<file path="src/rtl/rv32i_types_pkg.sv">
// Shared RV32I pipeline types plus the byte-lane helpers used by the memory stage.
package rv32i_types_pkg;

    typedef logic [31:0] word_t;
    typedef logic [4:0]  reg_idx_t;

    typedef enum logic [1:0] {
        MEM_BYTE = 2'd0,
        MEM_HALF = 2'd1,
        MEM_WORD = 2'd2
    } mem_size_t;

    typedef enum logic [1:0] {
        ST_IDLE   = 2'd0,
        ST_ALU    = 2'd1,
        ST_ACCESS = 2'd2
    } mem_state_t;

    function automatic logic is_aligned(input mem_size_t size, input logic [1:0] a);
        case (size)
            MEM_BYTE: return 1'b1;
            MEM_HALF: return ~a[0];
            default:  return (a == 2'b00);
        endcase
    endfunction

    function automatic logic [3:0] byte_enable(input mem_size_t size, input logic [1:0] a);
        case (size)
            MEM_BYTE: return 4'b0001 << a;
            MEM_HALF: return 4'b0011 << {a[1], 1'b0};
            default:  return 4'b1111;
        endcase
    endfunction

    // Store data is replicated across all lanes so the bus can pick any enabled lane.
    function automatic word_t lane_replicate(input mem_size_t size, input word_t d);
        case (size)
            MEM_BYTE: return {4{d[7:0]}};
            MEM_HALF: return {2{d[15:0]}};
            default:  return d;
        endcase
    endfunction

endpackage

</file>
<file path="src/rtl/stage3_load_extender.sv">
// Selects the addressed byte/half lane of a bus word and sign- or zero-extends it.
module stage3_load_extender
    import rv32i_types_pkg::*;
(
    input  logic [31:0] rdata,
    input  logic [1:0]  addr_lo,
    input  logic [1:0]  size,
    input  logic        zero_ext,
    output logic [31:0] data
);

    logic [7:0]  byte_v;
    logic [15:0] half_v;

    always_comb begin
        byte_v = 8'(rdata >> {addr_lo, 3'b000});
        half_v = addr_lo[1] ? rdata[31:16] : rdata[15:0];
        case (mem_size_t'(size))
            MEM_BYTE: data = zero_ext ? {24'b0, byte_v} : {{24{byte_v[7]}}, byte_v};
            MEM_HALF: data = zero_ext ? {16'b0, half_v} : {{16{half_v[15]}}, half_v};
            default:  data = rdata;
        endcase
    end

endmodule

</file>
<file path="src/rtl/stage3_mem_stage.sv">
// Memory stage: holds one instruction from execute, runs its data-bus access and
// writes back, while feeding the forwarding unit and the load-use stall.
module stage3_mem_stage
    import rv32i_types_pkg::*;
(
    input  logic        CLK,
    input  logic        RST,
    input  logic        ex_valid,
    output logic        ex_ready,
    input  logic [4:0]  ex_rd,
    input  logic        ex_reg_write,
    input  logic        ex_load,
    input  logic        ex_store,
    input  logic [1:0]  ex_size,
    input  logic        ex_unsigned,
    input  logic [31:0] ex_result,
    input  logic [31:0] ex_store_data,
    input  logic        flush,
    input  logic [4:0]  rs1_e,
    input  logic [4:0]  rs2_e,
    output logic        dmem_ren,
    output logic        dmem_wen,
    output logic [31:0] dmem_addr,
    output logic [31:0] dmem_wdata,
    output logic [3:0]  dmem_byte_en,
    input  logic        dmem_busy,
    input  logic [31:0] dmem_rdata,
    output logic [4:0]  rd_m,
    output logic        reg_write,
    output logic        load,
    output logic [31:0] rd_mem_data,
    output logic        load_use_stall,
    output logic        wb_en,
    output logic [4:0]  wb_rd,
    output logic [31:0] wb_data,
    output logic        misaligned
);

    mem_state_t state;
    reg_idx_t   h_rd;
    logic       h_rw, h_load, h_store, h_uns, h_flushed, mis_q;
    logic [1:0] h_size;
    word_t      h_result, h_sdata, load_data;

    logic access, complete, transfer, ex_mem, ex_aligned, fwd_ok;

    stage3_load_extender u_ext (
        .rdata    (dmem_rdata),
        .addr_lo  (h_result[1:0]),
        .size     (h_size),
        .zero_ext (h_uns),
        .data     (load_data)
    );

    always_comb begin
        access     = (state == ST_ACCESS);
        complete   = (state == ST_ALU) | (access & ~dmem_busy);
        ex_ready   = ~flush & (~access | ~dmem_busy);
        transfer   = ex_valid & ex_ready;
        ex_mem     = ex_load | ex_store;
        ex_aligned = is_aligned(mem_size_t'(ex_size), ex_result[1:0]);
        // x0 and squashed instructions are never visible to forwarding.
        fwd_ok     = h_rw & (h_rd != 5'd0) & ~h_flushed;
    end

    always_comb begin
        dmem_ren       = access & h_load;
        dmem_wen       = access & h_store;
        dmem_addr      = access ? {h_result[31:2], 2'b00} : 32'd0;
        dmem_byte_en   = access ? byte_enable(mem_size_t'(h_size), h_result[1:0]) : 4'd0;
        dmem_wdata     = (access & h_store) ? lane_replicate(mem_size_t'(h_size), h_sdata) : 32'd0;
        rd_m           = h_rd;
        reg_write      = (state != ST_IDLE) & fwd_ok;
        load           = access & h_load & dmem_busy & ~h_flushed;
        rd_mem_data    = (state == ST_IDLE) ? 32'd0 : ((access & h_load) ? load_data : h_result);
        load_use_stall = load & (h_rd != 5'd0) & ((h_rd == rs1_e) | (h_rd == rs2_e));
        wb_en          = complete & fwd_ok & ~flush;
        wb_rd          = h_rd;
        wb_data        = rd_mem_data;
        misaligned     = mis_q;
    end

    always_ff @(posedge CLK or posedge RST) begin
        if (RST) begin
            state     <= ST_IDLE;
            h_rd      <= '0;
            h_rw      <= 1'b0;
            h_load    <= 1'b0;
            h_store   <= 1'b0;
            h_size    <= '0;
            h_uns     <= 1'b0;
            h_result  <= '0;
            h_sdata   <= '0;
            h_flushed <= 1'b0;
            mis_q     <= 1'b0;
        end else begin
            mis_q <= transfer & ex_mem & ~ex_aligned;
            if (transfer) begin
                h_rd      <= ex_rd;
                h_rw      <= ex_reg_write;
                h_load    <= ex_load;
                h_store   <= ex_store;
                h_size    <= ex_size;
                h_uns     <= ex_unsigned;
                h_result  <= ex_result;
                h_sdata   <= ex_store_data;
                h_flushed <= 1'b0;
                if (!ex_mem)
                    state <= ST_ALU;
                else
                    state <= ex_aligned ? ST_ACCESS : ST_IDLE;
            end else if (access & dmem_busy) begin
                // A flushed access keeps its bus request until the bus finishes.
                h_flushed <= h_flushed | flush;
            end else begin
                state <= ST_IDLE;
            end
        end
    end

endmodule

</file>
<file path="config.mk">
export PLATFORM = sky130hd
export DESIGN_NAME = stage3_mem_stage
export DESIGN_NICKNAME = d
export VERILOG_FILES = /design/src/rtl/rv32i_types_pkg.sv /design/src/rtl/stage3_load_extender.sv /design/src/rtl/stage3_mem_stage.sv
export SDC_FILE = /design/constraint.sdc
export NUM_CORES = 1
export LEC_CHECK = 0
export BUFFER_PORTS_ARGS = -buffer_cell sky130_fd_sc_hd__buf_2
export CAP_MARGIN = 10
export CORE_MARGIN = 4
export CORE_UTILIZATION = 50
export CTS_CLUSTER_SIZE = 30
export DETAILED_ROUTE_END_ITERATION = 10
export GPL_ROUTABILITY_DRIVEN = 0
export MAX_ROUTING_LAYER = met4
export PLACE_DENSITY = 0.95
export SETUP_SLACK_MARGIN = 0.2
export SLEW_MARGIN = 20
export SYNTH_ARGS = -nofsm -noshare
export SYNTH_HDL_FRONTEND = slang
export SYNTH_SLANG_ARGS = --single-unit
</file>
<file path="constraint.sdc">
create_clock -name CLK -period 8.7 [get_ports CLK]
set_clock_uncertainty 0.2 [all_clocks]
set_input_delay 1.74 -clock CLK [delete_from_list [all_inputs] [get_ports CLK]]
set_output_delay 1.74 -clock CLK [all_outputs]
set_load 0.005 [all_outputs]
</file>
### Word level (Yosys, flattened, before mapping)

Index checks and enable logic that the tools add are counted.

* mux-type cells: 18
* shifts and indexed selects: 3
* equal/unequal tests: 7
* bitwise gates (word level): 28
* reduce and logical (&&, ||, !) cells: 7

Operators with widths (number)
* two-way mux 32 bit: 6
* one-hot mux 32 bit (2 select lines): 2
* >> shifter 32 x 5 -> 8 bit: 1
* bitwise AND 1 bit: 17
* two-way mux 16 bit: 1
* equality test 5 bit: 2
* zero test 2 bit: 4
* two-way mux 2 bit: 4
* one-hot mux 4 bit (2 select lines): 1
* equality test 2 x 1 -> 1 bit, second input constant: 3
* inverter 1 bit: 6
* OR 1 bit: 5
* nonzero test 5 bit: 1
* two-way mux 4 bit: 1
* nonzero test 2 bit: 2
* << shifter 1 x 2 -> 4 bit, first input constant: 1
* << shifter 2 x 2 -> 4 bit, first input constant: 1
* equality test 2 bit, second input constant: 1
* two-way mux 1 bit: 2
* != test 2 bit, second input constant: 1
* one-hot mux 1 bit (2 select lines): 1

* word-level logic and storage cells: 74
* output and inout bits: 150
* input bits: 122
* bits in registers: 79

### Depth between registers and ports, before layout

* depth in word-level cells: 7
* mapped depth: 7
* mapped depth without buffers: 5

### Cells and area by module

A second synthesis with hierarchy kept.

* cell total of the unflattened synthesis: 580
* area total of the unflattened synthesis: 5425.2 µm²

Modules (own cells, without submodules)
* stage3_mem_stage: times used 1, cells each 487, sequential area each 1976.9 µm², area each 4715.8 µm²
* stage3_load_extender: times used 1, cells each 93, sequential area each 0.0 µm², area each 709.4 µm²

### Least setup slack after synthesis

Ideal clock, no wire load.

* path type: input to output
* start point: input dmem_rdata[23]
* end point: output wb_data[20]
* stages on the path: 6
* data required time: 6.760 ns
* arrival time: 2.813 ns
* setup slack: 3.947 ns
* path buffers: 2
* cells stage by stage: mux2_4 > a22oi_2 > a21oi_2 > buf_4 > a22o_1 > buf_4

* longest elaborated chain between the ends: 5

RTL lines
* start: declaration: RTL line stage3_mem_stage.sv:27 `input logic [31:0] dmem_rdata,`
* >> shifter 32 x 5 -> 8 bit: RTL line stage3_load_extender.sv:16 `byte_v = 8'(rdata >> {addr_lo, 3'b000});`
* two-way mux 32 bit: RTL line stage3_load_extender.sv:19 `MEM_BYTE: data = zero_ext ? {24'b0, byte_v} : {{24{byte_v[7]}}, byte_v};`
* one-hot mux 32 bit (2 select lines): RTL line stage3_load_extender.sv:18 `case (mem_size_t'(size))`
* two-way mux 32 bit (2 in a row): RTL line stage3_mem_stage.sv:75 `rd_mem_data = (state == ST_IDLE) ? 32'd0 : ((access & h_load) ? load_data : h_result);`
* end: declaration: RTL line stage3_mem_stage.sv:35 `output logic [31:0] wb_data,`

Every way passes these cells.

### Final worst setup path

* start point: input dmem_rdata[31]
* end point: output rd_mem_data[30]

* longest elaborated chain between the ends: 5
* elaborated cells between the ends (all ways): 7
* those cells by class: shift: 1; mux: 6

RTL lines
* >> shifter 32 x 5 -> 8 bit or two-way mux 16 bit (tied branches): RTL line stage3_load_extender.sv:16, stage3_load_extender.sv:17
* two-way mux 32 bit (on tied branches): RTL line stage3_load_extender.sv:19, stage3_load_extender.sv:20
* one-hot mux 32 bit (2 select lines) *: RTL line stage3_load_extender.sv:18
* two-way mux 32 bit * (2 in a row): RTL line stage3_mem_stage.sv:75
* end: declaration: RTL line stage3_mem_stage.sv:31 `output logic [31:0] rd_mem_data,`

Every way passes the cells marked *; elsewhere a longest branch is shown, timed or not.

==> impl_metrics.json <==
{
  "outcome": "finished clean",
  "grt_pass1_wl_mm": 26.37,
  "synth_sequential_area_ratio": 0.3767,
  "floorplan.initialDensity": 0.5106,
  "fin_setup_tns_ps": 0,
  "drt-pass1-iter-count": 5,
  "floorplan.die_area_mm2": 0.01220,
  "place.port_buffers": 269,
  "timing_worst_slew_pin_value_ps": 1150,
  "detailed_place_hpwl_mm": 12.81,
  "drt_drc_violations_left": 0,
  "yosys_register_bits": 79,
  "clock_tree_from_tritoncts": "done",
  "layout.nets": 853,
  "final_worst_path_cycle_share": 0.5879,
  "grtUsageTotal": 0.2779,
  "cts.repair_timing.setup_buffer_count": 0,
  "critical_path_peak_fanout": 16,
  "synthFlopType": "sky130_fd_sc_hd__dfrtp_1",
  "die_width_um": 110.4,
  "ant_nets": 0,
  "clockBufferDepth": 2,
  "detail_route.wirelength_mm": 17.22,
  "cts_htree_levels": 3,
  "share_of_layout_cells_above_drive_strength_1": 0.5156,
  "numCtsBuffers": 9,
  "pin_count_of_the_biggest_net_entering_global_routing": 80,
  "cts_repair_resize_count": 0,
  "clock-root-buffer": "sky130_fd_sc_hd__clkbuf_8",
  "critPathCaptureType": "primary output",
  "synth.cell_area_mm2": 0.005248,
  "holdBufCountCts": 0,
  "drt-vias-per-instance": 5.549,
  "worst_skew_pair.late_latency_ps": 350,
  "max-vdd-ir-drop_mv": 0.1542,
  "fp.coreArea_mm2": 0.01028,
  "max_clock_freq_ghz": 0.1955,
  "num_io_pins": 272,
  "startpoint_type_of_the_worst_setup_path": "input pin",
  "setup_repair_after_global_routing_missed_its_margin": "false",
  "static-leakage-power_nw": 3.599,
  "grt.overflow.total": 0,
  "grt_antenna_before_repair": 1,
  "dr_total_vias": 4839,
  "tritoncts_num_sinks": 79,
  "synth-edff-count": 0,
  "maxCapViolCount": 0,
  "criticalPathCategory": "in2out",
  "num_rows": 37,
  "post_synth_inst_count": 520,
  "yosys_warnings": 0,
  "worst_setup_hold_path_clk_slew_ps": 80,
  "ys_types": 45,
  "avgRoutedWirePerCell_um": 19.75,
  "drt_first_iter_violations": 281,
  "via_count_of_the_first_global_routing_pass": 4953,
  "drv_slew": 0,
  "worst_ep_arrival_time_ps": 3180,
  "report.power.total_mw": 1.200,
  "finalWorstPathRequiredPeriod_ps": 5115,
  "holdCritPathClass": "reg2reg",
  "finalSetupViolCount": 0,
  "area_delta_synth_final_pct": 25.06,
  "worst-endpoint-required_ps": 6760,
  "syn_area_per_cell_um2": 10.09,
  "asyncSetResetFlopFracSynth": 1.000,
  "powerDensity_mw_per_mm2": 182.8,
  "max-slew-margin-rel": 0.2334,
  "die_h_um": 110.4,
  "timing.final.hold_violations": 0
}
## cell usage in the layout (no fill, tap or decap), types with 2 or more instances in the layout
master	instances
sky130_fd_sc_hd__a21o_1	16
sky130_fd_sc_hd__a21oi_1	38
sky130_fd_sc_hd__a21oi_2	2
sky130_fd_sc_hd__a221oi_1	8
sky130_fd_sc_hd__a22o_1	24
sky130_fd_sc_hd__a22oi_1	7
sky130_fd_sc_hd__and2_1	32
sky130_fd_sc_hd__and3_1	8
sky130_fd_sc_hd__buf_2	269
sky130_fd_sc_hd__buf_4	4
sky130_fd_sc_hd__bufinv_16	2
sky130_fd_sc_hd__clkbuf_8	9
sky130_fd_sc_hd__clkinvlp_4	2
sky130_fd_sc_hd__conb_1	2
sky130_fd_sc_hd__dfrtp_1	78
sky130_fd_sc_hd__inv_1	5
sky130_fd_sc_hd__mux2_2	60
sky130_fd_sc_hd__mux2_4	18
sky130_fd_sc_hd__mux2i_1	23
sky130_fd_sc_hd__nand2_1	22
sky130_fd_sc_hd__nand3_1	2
sky130_fd_sc_hd__nand3b_1	2
sky130_fd_sc_hd__nor2_1	40
sky130_fd_sc_hd__nor2b_1	4
sky130_fd_sc_hd__nor3_1	6
sky130_fd_sc_hd__o211a_1	2
sky130_fd_sc_hd__o21ai_0	19
sky130_fd_sc_hd__xnor2_1	6
sky130_fd_sc_hd__xor2_1	4
## area by class of cell
cell class,count,area [um2]
diodes,1,2.502
clock buffers,10,127.6
clock inverters,5,83.83
fillers,843,3715
inverters,6,23.77
multi-input cells,361,2773
flip-flops and latches,79,1978
well taps,136,170.2
repair buffers,274,1404
## per-layer routing
| metal | share of wire | wire (um) | GRT usage |
|---|---|---|---|
| met5 | 0 | 0 | - |
| met4 | 0.042 | 720 | 0.1305 |
| met3 | 0.075 | 1289 | 0.06192 |
| met2 | 0.50 | 8637 | 0.4689 |
| met1 | 0.38 | 6573 | 0.3133 |
## sequential cells by signal, summed over array words and instances, names as in the netlist
name / cells
h_sdata: 32
h_flushed: 1
state: 2
h_size: 2
misaligned: 1
h_rw: 1
rd_m: 5
h_result: 32
h_store: 1
h_uns: 1
h_load: 1
## critical path, cell delays in order
cell	delay [ps]
sky130_fd_sc_hd__buf_2	130
sky130_fd_sc_hd__mux2_2	170
sky130_fd_sc_hd__a21oi_2	70
sky130_fd_sc_hd__a21oi_2	650
sky130_fd_sc_hd__a22o_1	290
sky130_fd_sc_hd__buf_2	130
## cell usage after synthesis, drive strengths merged, types with 16 or more instances
cell type  number  share of area
buf            58          0.080
a21o           16          0.023
o21ai          20          0.019
mux2i          23          0.044
and2           32          0.038
dfrtp          79           0.38
mux2           78           0.18
nand2          23          0.017
clkbuf         17          0.012
a21oi          41          0.043
a22o           24          0.040
nor2           40          0.029
## report_power, final
part	switching, mW	internal, mW
Clock	0.139	0.161
Combinational	0.203	0.204
Sequential	0.0645	0.428
Total	0.406	0.793
## cell families (layout without fill, tap and decap cells)
group,Yosys count,count (layout),share of synthesized area
buffers and inverters,81,295,0.09657
AND/OR/NAND/NOR,125,125,0.1216
other,1,3,0.0007146
flip-flops,79,79,0.3767
AO/OA/AOI/OAI,122,122,0.1593
XOR/XNOR,10,10,0.01669
multiplexers,102,102,0.2284
## per-stage QoR
step	worst slack [ps]	util	area, um2	std cells	hold slack [ps]
final	3585	0.6385	6563	872	311.7
after global routing	3436	0.6385	6563	872	323.0
after CTS	3615	0.6356	6533	870	314.0
after detailed placement	3621	0.6150	6321	855	295.6
after global placement	3693	0.6150	6321	855	287.6
after floorplan	3947	-	5251	521	279.2
## worst paths after layout
check | startpoint | to | slack [ps] | cells after the start
max | dmem_rdata[31] | rd_mem_data[30] | 3580 | 6
min | h_sdata[23] | h_sdata[23] | 310 | 1
max reg2reg | state[1] | h_result[25] | 5600 | 5
min reg2reg | h_sdata[23] | h_sdata[23] | 310 | 1
max in group asynchronous | RST | h_result[18] | 6460 | 4
min in group asynchronous | RST | h_sdata[4] | 1250 | 3
Note: power is estimated with default switching activity, not from simulation.
